`src/rtl/sipo_rx_controller_if.sv`:
```
// sipo_rx_controller_if: word-level valid/ready handshake between the receiver and its consumer
interface sipo_rx_controller_if #(parameter int DATA_WIDTH = 4);
  logic [DATA_WIDTH-1:0] out_data;
  logic                  out_valid;
  logic                  out_ready;
  modport master(output out_data, output out_valid, input out_ready);
  modport slave(input out_data, input out_valid, output out_ready);
endinterface

```
`src/rtl/sipo_rx_controller.sv`:
```
// sipo_rx_controller: framed serial receiver with parity/stop check and a one-entry valid/ready holding register
module sipo_rx_controller #(
  parameter int DATA_WIDTH = 4,
  parameter int LSB_FIRST  = 1,
  parameter int PARITY_EN  = 1,
  parameter int PARITY_ODD = 0
) (
  input  logic                 clk,
  input  logic                 reset,
  input  logic                 serial_in,
  input  logic                 enable,
  sipo_rx_controller_if.master rx,
  output logic                 busy,
  output logic                 parity_error,
  output logic                 frame_error,
  output logic                 overrun
);
  localparam int CW = $clog2(DATA_WIDTH);
  localparam logic [1:0] IDLE = 2'd0, DATA = 2'd1, PARITY = 2'd2, STOP = 2'd3;
  logic [1:0]            state;
  logic [CW-1:0]         cnt;
  logic [DATA_WIDTH-1:0] sr;
  logic                  par_bad;
  logic                  last_bit;
  logic                  good;
  assign last_bit = cnt == CW'(DATA_WIDTH - 1);
  assign good     = enable && serial_in && !par_bad;
  assign busy     = state != IDLE;
  always_ff @(posedge clk or negedge reset) begin
    if (!reset) begin
      state        <= IDLE;
      cnt          <= '0;
      sr           <= '0;
      par_bad      <= 1'b0;
      rx.out_data  <= '0;
      rx.out_valid <= 1'b0;
      parity_error <= 1'b0;
      frame_error  <= 1'b0;
      overrun      <= 1'b0;
    end else begin
      parity_error <= 1'b0;
      frame_error  <= 1'b0;
      overrun      <= 1'b0;
      if (rx.out_valid && rx.out_ready) rx.out_valid <= 1'b0;
      case (state)
        IDLE: if (enable && !serial_in) begin
          state   <= DATA;
          cnt     <= '0;
          par_bad <= 1'b0;
        end
        DATA: if (!enable) state <= IDLE;
        else begin
          sr    <= (LSB_FIRST != 0) ? {serial_in, sr[DATA_WIDTH-1:1]} : {sr[DATA_WIDTH-2:0], serial_in};
          cnt   <= cnt + CW'(1);
          state <= !last_bit ? DATA : (PARITY_EN != 0) ? PARITY : STOP;
        end
        PARITY: begin
          state   <= enable ? STOP : IDLE;
          par_bad <= ((^sr) ^ (PARITY_ODD != 0)) != serial_in;
        end
        default: begin
          state <= IDLE;
          frame_error  <= enable && !serial_in;
          parity_error <= enable && par_bad;
          // a commit into an occupied, undrained holding register is dropped as overrun
          if (good && (!rx.out_valid || rx.out_ready)) begin
            rx.out_data  <= sr;
            rx.out_valid <= 1'b1;
          end
          overrun <= good && rx.out_valid && !rx.out_ready;
        end
      endcase
    end
  end
endmodule

```
`src/flat_wrapper.sv`:
```
// flat-port wrapper written by rule: the top's interface ports become plain ports
module sipo_rx_controller_flat 
#(
  parameter int DATA_WIDTH = 4,
  parameter int LSB_FIRST  = 1,
  parameter int PARITY_EN  = 1,
  parameter int PARITY_ODD = 0
)
  (clk, reset, serial_in, enable, busy, parity_error, frame_error, overrun, rx_out_data, rx_out_valid, rx_out_ready);
  sipo_rx_controller_if #(.DATA_WIDTH(DATA_WIDTH)) rx_i ();
  input  logic clk;
  input  logic reset;
  input  logic serial_in;
  input  logic enable;
  output logic busy;
  output logic parity_error;
  output logic frame_error;
  output logic overrun;
  output wire logic [$bits(rx_i.out_data)-1:0] rx_out_data;
  output wire logic [$bits(rx_i.out_valid)-1:0] rx_out_valid;
  input wire logic [$bits(rx_i.out_ready)-1:0] rx_out_ready;
  assign rx_out_data = rx_i.out_data;
  assign rx_out_valid = rx_i.out_valid;
  assign rx_i.out_ready = rx_out_ready;
  sipo_rx_controller #(.DATA_WIDTH(DATA_WIDTH), .LSB_FIRST(LSB_FIRST), .PARITY_EN(PARITY_EN), .PARITY_ODD(PARITY_ODD)) u_core (.clk(clk), .reset(reset), .serial_in(serial_in), .enable(enable), .rx(rx_i), .busy(busy), .parity_error(parity_error), .frame_error(frame_error), .overrun(overrun));
endmodule
```
`config.mk`:
```
export PLATFORM = sky130hd
export DESIGN_NAME = sipo_rx_controller_flat
export DESIGN_NICKNAME = d
export VERILOG_FILES = /design/src/rtl/sipo_rx_controller_if.sv /design/src/rtl/sipo_rx_controller.sv /design/src/flat_wrapper.sv
export SDC_FILE = /design/constraint.sdc
export NUM_CORES = 1
export LEC_CHECK = 0
export CORE_MARGIN = 1
export CORE_UTILIZATION = 38
export CTS_CLUSTER_SIZE = 20
export DETAILED_ROUTE_END_ITERATION = 7
export DONT_BUFFER_PORTS = 1
export PLACE_DENSITY_LB_ADDON = 0.15
export REMOVE_ABC_BUFFERS = 1
export SYNTH_ARGS = -nofsm -noshare
export SYNTH_HDL_FRONTEND = slang
export SYNTH_SLANG_ARGS = --single-unit
```
`constraint.sdc`:
```
create_clock -name clk -period 3 [get_ports clk]
set_input_delay 0.6 -clock clk [delete_from_list [all_inputs] [get_ports clk]]
set_output_delay 0.6 -clock clk [all_outputs]
set_load 0.005 [all_outputs]
```
==> metrics.cfg <==
[placement]
placed_cell_area_sq_um=779.5
port_buffers=0
gp_congestion=0.6999
dpl.hpwl_um=794.5

[final_layout]
final_cell_mix=17 x dfrtp_1, 8 x mux2_2
antennaDiodeCount=0
drive_above_1_share_pct=26.23
syn2layout_area_growth_pct=9.197
mostFrequentLayoutCell=dfrtp_1
fin_area_sq_um=817.0
nNetsFinal=68

[cts]
clk_pin_slew_ps=100
cts_resized=0
clock_path_buffers=2
cts_tree=done
cts_htree_levels=1
clk_root_buffer_cell=clkbuf_4
cts_sinks=17
clk-insertion-delay-late_ps=290
cts_buffers=3

[sta]
setup-violations-final=0
timing.final.crit_share_pct=55.85
hold_viol=0
min_period_ps=1675
slew_violations=0
tightest_slew_ps=745.8
max_freq_mhz=596.9
slew-limit-headroom_pct=50.11
setup_tns_ps=0
finClkSkew_ps=1.939
rsz0062_at_grt=false

[critical_path]
max_stage_delay_ps=460
cp.required_ps=2400
start_kind=flip-flop
critPathSlowestCell=dfrtp_1
path_delay_family=flip-flops
worstSetupPathType=flip-flop to output pin
path_max_fanout=7
cp.arrival_ps=1080
cp_num_buf_inv=0
end_kind=output pin
crit_chain=or2_2

[power]
power.leakage_uw=0.0003928
peakVddDrop_uv=254.6
p_per_area_nw_per_um2=640.6
power_uw=523.4

[routing]
drt-total-wl_um=1123
via_per_inst=4.907
routedWlPerCell_um=13.06
routed-via-count=422
dr.pass1.iters=2
drt_iter0_drc=6
ant_nets=0
drc=0

[yosys]
synth_seq_cells=17
syn-instance-count=56
syn_area_sq_um=748.2
synth_warnings=0
syn-mean-instance-area_sq_um=13.36
ys_seq_area_share_pct=56.86
ys_types=24

[global_route]
grt.total_usage_pct=14.20
grt_pass1_wl_um=1987
antenna_found_initial=0
grt_pass1_vias=431
globalRouteOverflowTotal=0
grt_max_degree=18

[floorplan]
dieArea_sq_um=2151
start_util_pct=41.96
die_x_um=46.38
core_area_sq_um=1783
rows=15
die_h_um=46.38
ios=14

[run]
maxCapViolCount=0

[status]
status=complete, no violations

[worst_hold_path]
hp-class=input port to flip-flop

## where the power goes
group	internal, uW	leakage (uW)	switching [uW]
clock	49.6	0.0000177	74.2
combinational	69.5	0.000148	36.8
sequential	261	0.000227	32.5
## cells in the mapped netlist, drive strengths merged
| cell type | number | area [sq um] |
|---|---|---|
| nand2b | 2 | 12.51 |
| or3 | 1 | 6.260 |
| nor2b | 1 | 6.260 |
| inv | 3 | 11.26 |
| nor2 | 3 | 11.26 |
| xnor3 | 1 | 22.52 |
| nand3 | 1 | 10.01 |
| xnor2 | 2 | 17.52 |
| o22ai | 1 | 6.260 |
| or2 | 1 | 6.260 |
| o21a | 1 | 7.510 |
| a21o | 1 | 7.510 |
| a32o | 1 | 10.01 |
| ha | 1 | 12.51 |
| nand2 | 3 | 11.26 |
| nor4b | 1 | 23.77 |
| mux2 | 8 | 90.09 |
| and3b | 1 | 10.01 |
| a21oi | 2 | 10.01 |
| and2b | 1 | 7.510 |
| o211ai | 1 | 7.510 |
| a21boi | 1 | 7.510 |
| or2b | 1 | 7.510 |
| dfrtp | 17 | 425.4 |
## metrics by stage
stage	std cells	setup slack, ps	util (%)	hold slack (ps)
2_1_floorplan	56	1508	-	304.4
5_1_grt	86	1266	45.82	334.9
3_3_place_gp	81	1418	43.72	304.8
4_1_cts	86	1308	45.82	345.3
6_report	86	1325	45.82	355.9
3_5_place_dp	81	1374	43.72	304.9
## final cells by class
cell class                      instances  area, sq um
Inverter                                3        11.26
Sequential cell                        17        425.4
Tap cell                               25        31.28
Timing Repair Buffer                    1        10.01
Clock inverter                          1        5.005
Fill cell                             167        965.9
Clock buffer                            3        22.52
Multi-Input combinational cell         36        311.5
## worst register-to-register path, delay by kind of cell (launching register included)
family           cells  cell delay, ps
muxes                1             380
DFF                  1             460
and+or+nand+nor      2             540
## metal layers
| metal | track usage (%) | up-vias | part of all wire [%] |
|---|---|---|---|
| li1 | - | 205 | - |
| met1 | 19.01 | 200 | 47 |
| met2 | 18.06 | 13 | 44 |
| met3 | 5.490 | 4 | 6.2 |
| met4 | 10.59 | 0 | 2.8 |
| met5 | 0 | - | 0 |
## sequential cells by signal (all words and copies together) (netlist names)
signal / count
u_core.state: 2
u_core.parity_error: 1
u_core.overrun: 1
u_core.cnt: 2
u_core.par_bad: 1
u_core.rx.out_valid: 1
u_core.rx.out_data: 4
u_core.frame_error: 1
u_core.sr: 4
## cell families after synthesis
kind of cell / Yosys count / synth area share, %
compound gates: 8 / 7.527
xor+xnor: 3 / 5.351
fa+ha+maj: 1 / 1.672
buf+inv: 3 / 1.505
flops: 17 / 56.86
mux: 8 / 12.04
simple gates: 16 / 15.05
## timing repair
item	CTS	global route
endpoints found under the hold margin	17	0
buffers inserted	0	0
endpoints found under the setup margin	0	0
hold buffers	1	0
## worst paths after layout
check / from / end / slack, ps / cells after the start
max in group asynchronous: reset / u_core.cnt[1] / 1730 / 1
setup reg to reg: u_core.state[0] / u_core.rx.out_data[3] / 1520 / 3
hold / removal: serial_in / u_core.frame_error / 360 / 1
min in group asynchronous: reset / u_core.overrun / 810 / 1
hold reg to reg: u_core.cnt[1] / u_core.cnt[1] / 510 / 1
setup / recovery: u_core.state[0] / busy / 1320 / 1
Note: power is estimated with default switching activity, not from simulation.
